`src/rtl/uart_rx_pkg.sv`:
```
// Shared constants for the UART receive path: state encoding, legal
// oversampling ratios and the sample/evaluate offsets within a bit.
package uart_rx_pkg;

  localparam int unsigned PS_W  = 6;
  localparam int unsigned BIT_W = 4;
  localparam int unsigned ST_W  = 3;

  // Frame sequencer state encoding
  typedef logic [ST_W-1:0] state_t;
  localparam state_t ST_IDLE   = 3'd0;
  localparam state_t ST_START  = 3'd1;
  localparam state_t ST_DATA   = 3'd2;
  localparam state_t ST_PARITY = 3'd3;
  localparam state_t ST_STOP   = 3'd4;
  localparam state_t ST_DONE   = 3'd5;

  // Legal oversampling ratios; anything else falls back to PS_8
  localparam logic [PS_W-1:0] PS_8  = 6'd8;
  localparam logic [PS_W-1:0] PS_16 = 6'd16;
  localparam logic [PS_W-1:0] PS_32 = 6'd32;

  // SAMP = ps/2 + SAMP_OFS (majority-of-3 valid), EVAL = ps/2 + EVAL_OFS
  localparam logic [PS_W-1:0] SAMP_OFS = 6'd2;
  localparam logic [PS_W-1:0] EVAL_OFS = 6'd3;

endpackage

```
`src/rtl/uart_rx_edge_bit_counter.sv`:
```
// Oversampling edge counter and bit-position counter for one UART frame.
// Both counts are forced to zero whenever the counter is not enabled.
module uart_rx_edge_bit_counter
  import uart_rx_pkg::*;
#(
  parameter int unsigned PRESCALE_WIDTH = PS_W
) (
  input  logic                      i_clk,
  input  logic                      i_rst,
  input  logic                      i_en,
  input  logic [PRESCALE_WIDTH-1:0] i_ps_q,
  output logic [PRESCALE_WIDTH-1:0] o_edge_cnt,
  output logic [BIT_W-1:0]          o_bit_cnt
);

  logic [PRESCALE_WIDTH-1:0] r_edge_cnt;
  logic [BIT_W-1:0]          r_bit_cnt;
  logic [PRESCALE_WIDTH-1:0] w_last;

  assign w_last = i_ps_q - PRESCALE_WIDTH'(1);

  // Edge count wraps at the last oversampling edge and advances the bit count
  always_ff @(posedge i_clk) begin
    if (i_rst || !i_en) begin
      r_edge_cnt <= '0;
      r_bit_cnt  <= '0;
    end else if (r_edge_cnt == w_last) begin
      r_edge_cnt <= '0;
      r_bit_cnt  <= r_bit_cnt + BIT_W'(1);
    end else begin
      r_edge_cnt <= r_edge_cnt + PRESCALE_WIDTH'(1);
    end
  end

  assign o_edge_cnt = r_edge_cnt;
  assign o_bit_cnt  = r_bit_cnt;

endmodule

```
`src/rtl/uart_rx_fsm.sv`:
```
// UART receive frame sequencer: detects the start edge, walks the frame
// bit by bit and issues single-cycle strobes to the sampler, deserializer
// and checkers. Strobes are registered one edge ahead (SAMP-1) so they land
// exactly on edge SAMP without combinational decode on the outputs.
module uart_rx_fsm
  import uart_rx_pkg::*;
#(
  parameter int unsigned DATA_WIDTH     = 8,
  parameter int unsigned PRESCALE_WIDTH = PS_W
) (
  input  logic                      i_clk,
  input  logic                      i_rst,
  input  logic                      i_rx_in,
  input  logic                      i_par_en,
  input  logic [PRESCALE_WIDTH-1:0] i_prescale,
  input  logic                      i_strt_glitch,
  input  logic                      i_par_err,
  input  logic                      i_stp_err,
  output logic [PRESCALE_WIDTH-1:0] o_edge_cnt,
  output logic [BIT_W-1:0]          o_bit_cnt,
  output logic                      o_dat_samp_en,
  output logic                      o_deser_en,
  output logic                      o_strt_chk_en,
  output logic                      o_par_chk_en,
  output logic                      o_stp_chk_en,
  output logic                      o_data_valid,
  output logic                      o_busy
);

  localparam int unsigned PW = PRESCALE_WIDTH;
  localparam logic [PW-1:0] C_PS_8     = PW'(PS_8);
  localparam logic [PW-1:0] C_PS_16    = PW'(PS_16);
  localparam logic [PW-1:0] C_PS_32    = PW'(PS_32);
  localparam logic [PW-1:0] C_SAMP_OFS = PW'(SAMP_OFS);
  localparam logic [PW-1:0] C_EVAL_OFS = PW'(EVAL_OFS);

  state_t          r_state;
  state_t          w_next_state;
  logic [PW-1:0]   r_ps_q;
  logic [PW-1:0]   w_ps_legal;

  logic [PW-1:0]   w_edge_cnt;
  logic [BIT_W-1:0] w_bit_cnt;
  logic            w_cnt_en;

  logic [PW-1:0]   w_pre_samp;
  logic [PW-1:0]   w_last;
  logic [PW-1:0]   w_eval;
  logic            w_at_pre_samp;
  logic            w_at_last;
  logic            w_at_eval;
  logic            w_last_data_bit;
  logic            w_frame_ok;

  logic            r_dat_samp_en;
  logic            r_deser_en;
  logic            r_strt_chk_en;
  logic            r_par_chk_en;
  logic            r_stp_chk_en;
  logic            r_data_valid;
  logic            r_busy;

  function automatic logic is_active(input state_t s);
    return (s == ST_START) || (s == ST_DATA) || (s == ST_PARITY) || (s == ST_STOP);
  endfunction

  // Illegal oversampling ratios collapse to 8
  assign w_ps_legal = ((i_prescale == C_PS_8) || (i_prescale == C_PS_16) ||
                       (i_prescale == C_PS_32)) ? i_prescale : C_PS_8;

  assign w_pre_samp      = (r_ps_q >> 1) + C_SAMP_OFS - PW'(1);
  assign w_last          = r_ps_q - PW'(1);
  assign w_eval          = (r_ps_q >> 1) + C_EVAL_OFS;
  assign w_at_pre_samp   = (w_edge_cnt == w_pre_samp);
  assign w_at_last       = (w_edge_cnt == w_last);
  assign w_at_eval       = (w_edge_cnt == w_eval);
  assign w_last_data_bit = (w_bit_cnt == BIT_W'(DATA_WIDTH));
  assign w_frame_ok      = !(i_par_en && i_par_err) && !i_stp_err;

  // Counter runs only while staying inside the frame, so it reads zero in IDLE/DONE
  assign w_cnt_en = is_active(r_state) && is_active(w_next_state);

  uart_rx_edge_bit_counter #(
    .PRESCALE_WIDTH (PW)
  ) u_cnt (
    .i_clk      (i_clk),
    .i_rst      (i_rst),
    .i_en       (w_cnt_en),
    .i_ps_q     (r_ps_q),
    .o_edge_cnt (w_edge_cnt),
    .o_bit_cnt  (w_bit_cnt)
  );

  // State register
  always_ff @(posedge i_clk) begin
    if (i_rst) begin
      r_state <= ST_IDLE;
    end else begin
      r_state <= w_next_state;
    end
  end

  // Next-state decode
  always_comb begin
    w_next_state = r_state;
    case (r_state)
      ST_IDLE: begin
        if (!i_rx_in) w_next_state = ST_START;
      end
      ST_START: begin
        if (w_at_last) w_next_state = i_strt_glitch ? ST_IDLE : ST_DATA;
      end
      ST_DATA: begin
        if (w_at_last && w_last_data_bit) w_next_state = i_par_en ? ST_PARITY : ST_STOP;
      end
      ST_PARITY: begin
        if (w_at_last) w_next_state = ST_STOP;
      end
      ST_STOP: begin
        if (w_at_eval) w_next_state = ST_DONE;
      end
      ST_DONE: begin
        w_next_state = i_rx_in ? ST_IDLE : ST_START;
      end
      default: w_next_state = ST_IDLE;
    endcase
  end

  // Oversampling ratio is captured once per frame, on entry to START
  always_ff @(posedge i_clk) begin
    if (i_rst) begin
      r_ps_q <= C_PS_8;
    end else if ((r_state == ST_IDLE || r_state == ST_DONE) && w_next_state == ST_START) begin
      r_ps_q <= w_ps_legal;
    end
  end

  // Output strobes registered one edge early so they align with edge SAMP
  always_ff @(posedge i_clk) begin
    if (i_rst) begin
      r_dat_samp_en <= 1'b0;
      r_deser_en    <= 1'b0;
      r_strt_chk_en <= 1'b0;
      r_par_chk_en  <= 1'b0;
      r_stp_chk_en  <= 1'b0;
      r_data_valid  <= 1'b0;
      r_busy        <= 1'b0;
    end else begin
      r_dat_samp_en <= is_active(w_next_state);
      r_deser_en    <= (r_state == ST_DATA)   && w_at_pre_samp;
      r_strt_chk_en <= (r_state == ST_START)  && w_at_pre_samp;
      r_par_chk_en  <= (r_state == ST_PARITY) && w_at_pre_samp;
      r_stp_chk_en  <= (r_state == ST_STOP)   && w_at_pre_samp;
      r_data_valid  <= (r_state == ST_STOP) && (w_next_state == ST_DONE) && w_frame_ok;
      r_busy        <= (w_next_state != ST_IDLE);
    end
  end

  assign o_edge_cnt    = w_edge_cnt;
  assign o_bit_cnt     = w_bit_cnt;
  assign o_dat_samp_en = r_dat_samp_en;
  assign o_deser_en    = r_deser_en;
  assign o_strt_chk_en = r_strt_chk_en;
  assign o_par_chk_en  = r_par_chk_en;
  assign o_stp_chk_en  = r_stp_chk_en;
  assign o_data_valid  = r_data_valid;
  assign o_busy        = r_busy;

endmodule

```
`config.mk`:
```
export PLATFORM = sky130hd
export DESIGN_NAME = uart_rx_fsm
export DESIGN_NICKNAME = d
export VERILOG_FILES = /design/src/rtl/uart_rx_pkg.sv /design/src/rtl/uart_rx_edge_bit_counter.sv /design/src/rtl/uart_rx_fsm.sv
export SDC_FILE = /design/constraint.sdc
export NUM_CORES = 1
export LEC_CHECK = 0
export BUFFER_PORTS_ARGS = -buffer_cell sky130_fd_sc_hd__buf_4
export CORE_MARGIN = 10
export CORE_UTILIZATION = 49
export CTS_CLUSTER_DIAMETER = 40
export DETAILED_ROUTE_END_ITERATION = 12
export PLACE_DENSITY = 0.74
export SYNTH_ARGS = -nofsm -noshare
export SYNTH_HDL_FRONTEND = slang
export SYNTH_SLANG_ARGS = --single-unit
```
`constraint.sdc`:
```
create_clock -name i_clk -period 2.35 [get_ports i_clk]
set_input_delay 0.1175 -clock i_clk [delete_from_list [all_inputs] [get_ports i_clk]]
set_output_delay 0.1175 -clock i_clk [all_outputs]
set_load 0.02 [all_outputs]
```
# Word-level counts from Yosys, hierarchy flattened
# Index checks and enable logic that the tools add are counted.
word_totals:
  ram_bits: 0
  elab_cells: 71
  rom_bits: 0
  latch_bits: 0
  inputBits: 13
  n_memories: 0
  ff_bits: 26
op_classes:
  div: 0
  bitwise: 0
  multipliers: 0
  reduce_logical: 27
  magnitude_cmp: 0
  shift: 0
  n_addsub: 6
  mux: 10
  eq_ne: 17
op_table:
  columns: ["op", "n"]
  rows:
  - ["equality test 6 bit", 3]
  - ["two-way mux 3 bit", 6]
  - ["one-hot mux 3 bit (6 select lines)", 1]
  - ["adder 5 x 2 -> 6 bit, second input constant", 2]
  - ["equality test 3 x 2 -> 1 bit, second input constant", 4]
  - ["equality test 3 bit, second input constant", 4]
  - ["subtractor 6 x 1 -> 6 bit, second input constant", 2]
  - ["logical AND 1 bit", 11]
  - ["logical OR 1 bit", 10]
  - ["adder 6 x 1 -> 6 bit, second input constant", 1]
  - ["equality test 3 x 1 -> 1 bit, second input constant", 2]
  - ["equality test 6 x 4 -> 1 bit, second input constant", 1]
  - ["equality test 6 x 5 -> 1 bit, second input constant", 1]
  - ["equality test 6 bit, second input constant", 1]
  - ["two-way mux 6 bit", 1]
  - ["adder 4 x 1 -> 4 bit, second input constant", 1]
  - ["equality test 4 bit, second input constant", 1]
  - ["logical NOT 1 bit", 3]
  - ["logical NOT 3 bit", 1]
  - ["nonzero test 3 bit", 1]
  - ["two-way mux 2 bit", 1]
  - ["OR reduction 2 bit", 1]
  - ["two-way mux 1 bit", 1]

# Longest topological paths before layout
# Gate-level depths: netlist (run 1).
depth:
  depth_word: 13
  depth_mapped: 9
  depth_no_buf: 8

# Modules after synthesis
# A second synthesis (run 1) with hierarchy kept.
unflattened:
  hier_cells: 196
  area_unflattened_um2: 1759.2
modules_own_cells:
  columns: ["mod", "area_per_inst_um2", "cells_each", "seq_area_each_um2", "n_inst"]
  rows:
  - ["uart_rx_fsm", 1134.8, 126, 320.3, 1]
  - ["uart_rx_edge_bit_counter", 624.3, 70, 200.2, 1]

# Least setup slack after synthesis (run 1)
# Ideal clock, no wire load.
synth_path:
  kind: "register -> register"
  from: "register r_ps_q[1]"
  to: "register u_cnt.r_bit_cnt[0], in the netlist u_cnt.o_bit_cnt[0]"
  path_slack_ps: 40
  stages_incl_launch_ff: 10
  required_time_ps: 2227
  synth_period_minus_slack_ps: 2310
  arrival_time_ps: 2187
  cell_sequence: "dfxtp_1 inv_1 ha_1 o21ba_1 a221o_1 a2111oi_4 buf_4 nor2_1 o31ai_4 nor2_1"
synth_via:
  elab_chain_len: 12
synth_rtl:
  columns: ["element", "line_no", "text"]
  rows:
  - ["start: declaration", "uart_rx_fsm.sv:39", "logic [PW-1:0] r_ps_q;"]
  - ["start signal: assignment", "uart_rx_fsm.sv:134", "r_ps_q <= w_ps_legal;"]
  - ["subtractor 6 x 1 -> 6 bit", "uart_rx_edge_bit_counter.sv:20, uart_rx_fsm.sv:72", null]
  - ["equality test 6 bit", "uart_rx_edge_bit_counter.sv:27, uart_rx_fsm.sv:75", null]
  - ["logical AND 1 bit", "uart_rx_fsm.sv:114", "if (w_at_last && w_last_data_bit) w_next_state = i_par_en ? ST_PARITY : ST_STOP;"]
  - ["two-way mux 3 bit", "uart_rx_fsm.sv:114", null]
  - ["one-hot mux 3 bit (6 select lines)", "uart_rx_fsm.sv:106", "case (r_state)"]
  - ["equality test 3 x 1 -> 1 bit or equality test 3 x 2 -> 1 bit (tied branches)", "uart_rx_fsm.sv:64", "return (s == ST_START) || (s == ST_DATA) || (s == ST_PARITY) || (s == ST_STOP);"]
  - ["logical OR 1 bit (3 in series)", "uart_rx_fsm.sv:64", null]
  - ["logical AND 1 bit", "uart_rx_fsm.sv:81", "assign w_cnt_en = is_active(r_state) && is_active(w_next_state);"]
  - ["logical NOT 1 bit", "uart_rx_edge_bit_counter.sv:24", "if (i_rst || !i_en) begin"]
  - ["logical OR 1 bit", "uart_rx_edge_bit_counter.sv:24", null]
  - ["end signal: assignment", "uart_rx_edge_bit_counter.sv:29", "r_bit_cnt <= r_bit_cnt + BIT_W'(1);"]
  - ["end: declaration", "uart_rx_edge_bit_counter.sv:17", "logic [BIT_W-1:0] r_bit_cnt;"]
# Several ways; a longest one is shown, not always the timed one.
# A chain may end at the register's enable or synchronous reset.

# Final worst setup path (run 1)
layout_path:
  from: "register r_ps_q[0]"
  to: "register u_cnt.r_bit_cnt[3], in the netlist u_cnt.o_bit_cnt[3]"
layout_via:
  elab_chain_len: 12
layout_rtl:
  columns: ["element", "line_no"]
  rows:
  - ["subtractor 6 x 1 -> 6 bit *", "uart_rx_edge_bit_counter.sv:20, uart_rx_fsm.sv:72"]
  - ["equality test 6 bit *", "uart_rx_edge_bit_counter.sv:27, uart_rx_fsm.sv:75"]
  - ["logical AND 1 bit", "uart_rx_fsm.sv:114"]
  - ["two-way mux 3 bit", "uart_rx_fsm.sv:114"]
  - ["one-hot mux 3 bit (6 select lines)", "uart_rx_fsm.sv:106"]
  - ["equality test 3 x 1 -> 1 bit or equality test 3 x 2 -> 1 bit (tied branches)", "uart_rx_fsm.sv:64"]
  - ["logical OR 1 bit (3 in series)", "uart_rx_fsm.sv:64"]
  - ["logical AND 1 bit", "uart_rx_fsm.sv:81"]
  - ["logical NOT 1 bit", "uart_rx_edge_bit_counter.sv:24"]
  - ["logical OR 1 bit", "uart_rx_edge_bit_counter.sv:24"]
# Mark *: on every way between the ends. The rest lies on a longest branch, timed or not.

==> results.yml, run 1 <==
outcome:
  outcome: "finished clean"
floorplan:
  die_h_um: 76.5
  row_count: 20
  die_w_um: 76.5
  initial_utilization: 0.511
  core_area_mm2: 0.00305
  die_area_mm2: 0.00584
  top_level_ports: 30
sta:
  hold_violations: 0
  worst_slew_pin_slew_ns: 0.412
  finalCritPeriodShare: 0.959
  skew_ns: 0.00319
  setup_viol: 0
  drv_slew: 0
  relSlewSlack: 0.725
  holdWs_ns: 0.0959
  period_minus_slack_ns: 2.25
  fmax_ghz: 0.444
critical_path:
  arrival_ns: 2.49
  cp-start-kind: "register"
  critPathMaxStageDelay_ns: 0.36
  critPathKind: "register to register"
  cp_common_cell: "buf_4"
  startpoint: "r_ps_q[0]$_SDFFE_PP0P_"
  crit_buf_inv: 3
  worst_ep_required_time_ns: 2.59
  cpMaxStageDelayCell: "dfxtp_1"
  critPathTopFamily: "compound AO/OA/AOI/OAI gates"
  r2r_start: "r_ps_q[0]$_SDFFE_PP0P_"
  crit_fanout: 7
  crit_path_end_kind: "register"
  crit_path_cell_trace: "inv_1 -> ha_4 -> o21ba_1 -> a221o_1 -> a2111oi_4 -> buf_4 -> buf_4 -> nand4_1 -> xor2_1 -> nor2_1"
cts:
  cts.htree.levels: 1
  clockBufferDepth: 2
  clkSinkCount: 26
  clk_pin_slew_ns: 0.15
  cts_buffers: 3
  clkLatencyLatePin_ns: 0.33
  cts_tree: "built"
  cts-root-buf: "clkbuf_4"
routing:
  drt-initial-drc-count: 65
  wl_um: 3700
  vias: 1359
  firstDrtPassIters: 4
  ant_nets: 0
  drc: 0
  viasPerCell: 5.19
  post_drt_wl_per_cell_um: 14.1
yosys:
  synth_edf_count: 0
  synth-seq-cells: 26
  synth_cell_types: 47
  yosysWarningCount: 0
  netlist_area_mm2: 0.00156
  yosysTopAreaCell: "dfxtp_1"
  synth_area_per_cell_um2: 8.82
  synth_area_leaders: "dfxtp_1 33%, xnor2_1 11%, ha_1 5.6%, nor2_1 5.5%, xor2_1 4.5%"
  synthCells: 177
  netlist.area_leader.share: 0.333
  synth_nets: 197
  synth-seq-area-share: 0.333
  ys.flop_type: "dfxtp_1"
  synthArstFlopShare: 0
layout:
  seqCellArea_um2: 522
  final_common_cell: "buf_4"
  fin_nets: 239
  final_cell_mix: "40 x buf_4, 25 x dfxtp_1, 23 x nor2_1, 19 x xnor2_1, 12 x inv_1"
  multi_input_area_um2: 968
  drive_gt1_frac: 0.271
  area_growth_pct: 27.2
  stdcell_count: 262
  antennaDiodeCount: 0
  num-fill-cells: 255
global_routing:
  grt_usage: 0.127
  grt_max_degree: 16
  grtUsageMet1: 0.152
  busiest_layer: "met2"
  grt_pass1_wl_um: 6310
  antenna_found_initial: 0
  grt_use_met2: 0.216
  grt.overflow.total: 0
  first_global_vias: 1371
  grt_use_met3: 0.0248
pwr:
  leakagePower_nw: 0.800
  power_density_mw_per_mm2: 450
  ir_drop_v: 0.000265
min_path:
  hold_class: "primary input to register"
  min_from: "i_prescale[5]"
placed_design:
  io_buffers: 29
  dpl.hpwl_um: 2810
  place_inst: 252
  gp_congestion: 0.875
flow_run:
  maxCapViolations: 0
## kinds of logic after synthesis
group / Yosys count / synth area share
buffers and inverters: 20 / 0.0585
AO/OA/AOI/OAI: 26 / 0.149
XOR/XNOR: 27 / 0.151
flip-flops: 26 / 0.333
AND/OR/NAND/NOR: 71 / 0.252
adder cells (fa/ha/maj): 7 / 0.0561
## path summary, 6_finish.rpt
path	to	slack, ns	depth (start not counted)
max	u_cnt.o_bit_cnt[3]$_SDFFE_PP0P_	0.1	10
min	r_ps_q[4]$_SDFFE_PP0P_	0.1	4
max reg2reg	u_cnt.o_bit_cnt[3]$_SDFFE_PP0P_	0.1	10
min reg2reg	r_state[1]$_SDFF_PP0_	0.52	1
## cell usage after synthesis (2+ instances only)
master    number
xnor2_1       19
nand3b_1       2
nand4_1        2
a211oi_1       2
and3_1         4
inv_1         13
nor3_1         6
buf_2          4
nor4_1         2
nand2b_1       3
dfxtp_1       26
nand3_1        6
nor2_1        23
a21oi_1        6
o211ai_1       2
nor3_2         3
ha_1           7
nand2_1       10
xor2_1         8
nor4b_1        2
## metrics by stage
stage | setup TNS, ns | setup WS (ns) | cell area (µm²) | utilization | total power [mW]
after floorplan | 0 | 0.0401 | 1560 | - | 0.535
after global placement | 0 | 0.0864 | 1860 | 0.609 | 0.576
after detailed placement | -0.0136 | -0.0136 | 1860 | 0.609 | 0.579
after CTS | 0 | 0.0434 | 1970 | 0.645 | 0.902
after global routing | -0.00390 | -0.00390 | 1990 | 0.651 | 0.929
final | 0 | 0.0973 | 1990 | 0.651 | 0.894
## routing by layer
layer	vias to the layer above	wire, µm
met5	-	0
met4	0	73
met3	7	157
met2	33	1860
met1	631	1610
li1	688	-
## final cells by class
cell class / instances / share of cell area
multi-input cells: 131 / 0.487
flip-flops and latches: 26 / 0.263
repair buffers: 44 / 0.171
well taps: 44 / 0.0277
inverters: 13 / 0.0246
clock inverters: 1 / 0.0151
clock buffers: 3 / 0.0113
## repair_timing
item,4_1_cts,5_1_grt
gates cloned,0,0
gates resized for setup,2,3
endpoints found under the setup margin,4,7
hold buffers,4,0
pin swaps,1,3
buffers inserted,1,1
hold endpoints to repair,6,0
## state kept, by name (all words and copies together), names as in the netlist
register / flops
o_stp_chk_en: 1
o_deser_en: 1
o_strt_chk_en: 1
o_data_valid: 1
r_state: 3
r_ps_q: 6
o_par_chk_en: 1
u_cnt.o_bit_cnt: 4
o_dat_samp_en: 1
o_busy: 1
u_cnt.o_edge_cnt: 6
## worst reg2reg max path, stage by stage, from the launching register on
cell,delay [ns]
dfxtp_1,0.36
inv_1,0.07
ha_4,0.17
o21ba_1,0.17
a221o_1,0.35
a2111oi_4,0.34
buf_4,0.20
buf_4,0.14
nand4_1,0.12
xor2_1,0.19
nor2_1,0.06
## power by group
group	total, mW	internal (mW)	switching, mW
sequential	0.463	0.450	0.0131
clock	0.318	0.173	0.146
combinational	0.112	0.0534	0.0583
total	0.894	0.676	0.217
Note: power is estimated with default switching activity, not from simulation.
==> run 2, diff against run 1 <==
--- a/config.mk
+++ b/config.mk
@@ -11,6 +11,7 @@
 export CTS_CLUSTER_DIAMETER = 40
 export DETAILED_ROUTE_END_ITERATION = 12
 export PLACE_DENSITY = 0.74
+export SETUP_SLACK_MARGIN = 0.3
 export SYNTH_ARGS = -nofsm -noshare
 export SYNTH_HDL_FRONTEND = slang
 export SYNTH_SLANG_ARGS = --single-unit
==> results.yml, run 2 (synthesized netlist as in run 1, its figures left out) <==
cts:
  cts_tree: "built"
  cts_buffers: 3
  clockBufferDepth: 2
  clk_pin_slew_ns: 0.14
  cts-root-buf: "clkbuf_4"
  clkSinkCount: 26
  clkLatencyLatePin_ns: 0.33
  cts.htree.levels: 1
layout:
  num-fill-cells: 244
  final_util: 0.682
  final_cell_mix: "43 x buf_4, 22 x nor2_1, 22 x dfxtp_1, 18 x xnor2_1, 12 x inv_1"
  final_common_cell: "buf_4"
  antennaDiodeCount: 0
  area_growth_pct: 33.3
  fin_nets: 243
  drive_gt1_frac: 0.347
  final_cell_area_mm2: 0.00208
  stdcell_count: 266
sta:
  fmax_ghz: 0.454
  skew_ns: 0.00246
  setup_viol: 0
  hold_violations: 0
  drv_slew: 0
  grt_setup_unrepaired: "yes"
  holdWs_ns: 0.0297
  worst_slew_pin_slew_ns: 0.429
  period_minus_slack_ns: 2.20
  tns_ns: 0
  relSlewSlack: 0.713
  finalCritPeriodShare: 0.938
min_path:
  hold_class: "primary input to register"
routing:
  drt-initial-drc-count: 74
  wl_um: 3900
  drt-met1-wl_um: 1680
  firstDrtPassIters: 4
  met3_length_um: 150
  viasPerCell: 5.32
  highest_layer: "met4"
  ant_nets: 0
  vias: 1414
  post_drt_wl_per_cell_um: 14.7
  wl_met2_um: 1990
  drc: 0
critical_path:
  cpMaxStageDelayCell: "dfxtp_4"
  crit_path_cell_trace: "inv_4 -> ha_4 -> o21ba_1 -> a221o_1 -> a2111oi_4 -> buf_6 -> a21o_1 -> buf_4 -> nor3_2 -> a211oi_2"
  worst_ep_required_time_ns: 2.61
  critPathMaxStageDelay_ns: 0.39
  r2r_slack_ns: 0.15
  critPathTopFamily: "compound AO/OA/AOI/OAI gates"
  crit_path_end_kind: "register"
  critPathKind: "register to register"
  crit_fanout: 8
  arrival_ns: 2.47
  cp-start-kind: "register"
  crit_buf_inv: 3
flow_run:
  maxCapViolations: 0
global_routing:
  grt.overflow.total: 0
  first_global_vias: 1431
  antenna_found_initial: 0
  grt_usage: 0.127
  grt_max_degree: 15
  grt_pass1_wl_um: 6330
outcome:
  outcome: "finished clean"
pwr:
  power_density_mw_per_mm2: 395
  leakagePower_nw: 0.842
  ir_drop_v: 0.000359
placed_design:
  place_area_mm2: 0.00188
  place_inst: 251
  gp_congestion: 0.886
  io_buffers: 29
  dpl.hpwl_um: 2920
floorplan:
  initial_utilization: 0.511
  die_h_um: 76.5
  row_count: 20
  core_area_mm2: 0.00305
  top_level_ports: 30
  die_w_um: 76.5
  die_area_mm2: 0.00584
==> run 2: layout make-up <==
cell class | instances | area, µm² | area share
Multi-Input combinational cell | 131 | 1030 | 0.496
Sequential cell | 26 | 531 | 0.255
Timing Repair Buffer | 48 | 375 | 0.180
Tap cell | 44 | 55.1 | 0.0264
Inverter | 13 | 51.3 | 0.0246
Clock buffer | 4 | 36.3 | 0.0174
==> run 2: per-stage QoR <==
stage	worst slack (ns)	total power [mW]
after floorplan	0.226	0.537
after global placement	0.119	0.581
after detailed placement	0.0275	0.585
after CTS	0.163	0.815
after global routing	0.0592	0.854
final	0.145	0.823
==> run 2: final timing paths <==
kind	start	depth (start not counted)	end
max	r_ps_q[1]$_SDFFE_PP0P_	10	o_dat_samp_en$_SDFF_PP0_
min	i_rst	2	r_ps_q[5]$_SDFFE_PP0P_
max reg2reg	r_ps_q[1]$_SDFFE_PP0P_	10	o_dat_samp_en$_SDFF_PP0_
min reg2reg	r_state[2]$_SDFF_PP0_	1	r_state[1]$_SDFF_PP0_
==> run 2: layer usage <==
layer	up-vias	GRT usage
met1	670	0.138
li1	698	-
met3	6	0.0212
met4	0	0.0446
met2	40	0.237
met5	-	0
==> run 2: what timing repair did <==
item | 4_1_cts | 5_1_grt
hold endpoints to repair | 1 | 0
setup buffers | 7 | 1
pin swaps | 7 | 5
endpoints found under the setup margin | 20 | 20
gates resized for setup | 6 | 10
hold buffers | 3 | 0
==> run 2: where the power goes <==
part	switching, mW	leakage (nW)	internal, mW
clock	0.139	0.0210	0.0950
sequential	0.0108	0.212	0.448
combinational	0.0697	0.609	0.0602
==> run 3, diff against run 2 <==
--- a/config.mk
+++ b/config.mk
@@ -6,10 +6,12 @@
 export NUM_CORES = 1
 export LEC_CHECK = 0
 export BUFFER_PORTS_ARGS = -buffer_cell sky130_fd_sc_hd__buf_4
+export CORE_ASPECT_RATIO = 1.2
 export CORE_MARGIN = 10
 export CORE_UTILIZATION = 49
 export CTS_CLUSTER_DIAMETER = 40
 export DETAILED_ROUTE_END_ITERATION = 12
+export HOLD_SLACK_MARGIN = 0.05
 export PLACE_DENSITY = 0.74
 export SETUP_SLACK_MARGIN = 0.3
 export SYNTH_ARGS = -nofsm -noshare
==> results.yml, run 3 (synthesized netlist as in run 1, its figures left out) <==
floorplan:
  core_area_mm2: 0.00306
  die_h_um: 81.8
  die_area_mm2: 0.00585
  die_w_um: 71.5
  top_level_ports: 30
  initial_utilization: 0.511
  row_count: 22
placed_design:
  dpl.hpwl_um: 2880
  gp_congestion: 0.754
  io_buffers: 29
  place_inst: 244
critical_path:
  reg2reg_depth: 10
  cp-start-kind: "register"
  worst_ep_required_time_ns: 2.59
  crit_fanout: 6
  critPathKind: "register to register"
  crit_path_end_kind: "register"
  arrival_ns: 2.44
cts:
  cts_buffers: 3
  cts_tree: "built"
  clk_pin_slew_ns: 0.15
  cts-root-buf: "clkbuf_4"
  clockBufferDepth: 2
  cts.htree.levels: 1
  clkSinkCount: 26
  clkLatencyLatePin_ns: 0.33
sta:
  hold_violations: 0
  grt_setup_unrepaired: "yes"
  period_minus_slack_ns: 2.20
  finalCritPeriodShare: 0.937
  drv_slew: 0
  fmax_ghz: 0.454
  setup_viol: 0
  tns_ns: 0
  relSlewSlack: 0.723
  skew_ns: 0.0167
  worst_slew_pin_slew_ns: 0.413
routing:
  drt-initial-drc-count: 65
  ant_nets: 0
  post_drt_wl_per_cell_um: 14.2
  viasPerCell: 5.22
  drc: 0
  wl_um: 3660
  vias: 1348
  firstDrtPassIters: 4
layout:
  area_growth_pct: 33.7
  stdcell_count: 258
  antennaDiodeCount: 0
  final_common_cell: "buf_4"
  multi_input_area_mm2: 0.00103
  seqCellArea_um2: 533
  drive_gt1_frac: 0.356
  final_util: 0.683
  fin_nets: 243
  num-fill-cells: 253
  final_cell_mix: "42 x buf_4, 20 x dfxtp_1, 19 x xnor2_1, 18 x nor2_1, 11 x inv_1"
pwr:
  design_power_total_mw: 0.814
  power_density_mw_per_mm2: 390
  ir_drop_v: 0.000255
  leakagePower_nw: 0.842
min_path:
  hold_depth: 4
  hold_class: "primary input to register"
global_routing:
  antenna_found_initial: 0
  first_global_vias: 1413
  grt_max_degree: 15
  grt.overflow.total: 0
  grt_usage: 0.126
  grt_pass1_wl_um: 6190
outcome:
  outcome: "finished clean"
flow_run:
  maxCapViolations: 0
[run 3: changes by cell type in the layout (fill, tap and decap cells not counted), sizes merged]
cell,before,now
clkbuf,4,5
buf,45,43
dlygate4sd3,3,4
[run 3: where the power goes]
group	switching, mW	total, mW	internal (mW)
clock network	0.133	0.228	0.0948
logic	0.0627	0.122	0.0594
registers	0.0155	0.464	0.448
[run 3: worst paths after layout]
kind	endpoint	startpoint	slack, ns
hold reg to reg	r_state[1]$_SDFF_PP0_	r_state[2]$_SDFF_PP0_	0.52
setup reg to reg	u_cnt.o_bit_cnt[1]$_SDFFE_PP0P_	r_ps_q[1]$_SDFFE_PP0P_	0.15
hold / removal	r_ps_q[4]$_SDFFE_PP0P_	i_prescale[5]	0.12
setup / recovery	u_cnt.o_bit_cnt[1]$_SDFFE_PP0P_	r_ps_q[1]$_SDFFE_PP0P_	0.15
[run 3: routing by layer]
layer | vias up | wire length (µm) | global-route usage
met2 | 26 | 1950 | 0.236
li1 | 701 | - | -
met1 | 615 | 1440 | 0.131
met5 | - | 0 | 0
met4 | 0 | 63 | 0.0543
met3 | 6 | 204 | 0.0314
[run 3: layout make-up]
class | count | share of cell area
Timing Repair Buffer | 48 | 0.189
Sequential cell | 26 | 0.255
Tap cell | 36 | 0.0216
Multi-Input combinational cell | 131 | 0.492
Inverter | 13 | 0.0246
Clock buffer | 4 | 0.0174
[run 3: critical path, stage by stage (launching register included)]
cell and delay (ns):
dfxtp_4 0.39, inv_4 0.04, ha_4 0.16, o21ba_1 0.16, a221o_1 0.35, a2111oi_4 0.34
clkbuf_16 0.21, buf_8 0.10, nor2_4 0.04, o31ai_4 0.24, nor2_1 0.07
[run 3: per-stage QoR]
stage	cell area [µm²]	worst slack [ns]	hold slack, ns
after floorplan	1600	0.226	0.197
after global placement	1890	0.141	0.291
after detailed placement	1890	0.0505	0.296
after CTS	2010	0.157	0.113
after global routing	2090	0.0476	0.123
final	2090	0.148	0.117
[run 3: what timing repair did]
item,CTS,global route
hold buffers,4,0
buffers inserted,3,3
hold endpoints to repair,6,0
endpoints found under the setup margin,20,20
resized for setup,5,17
pin swaps,4,7
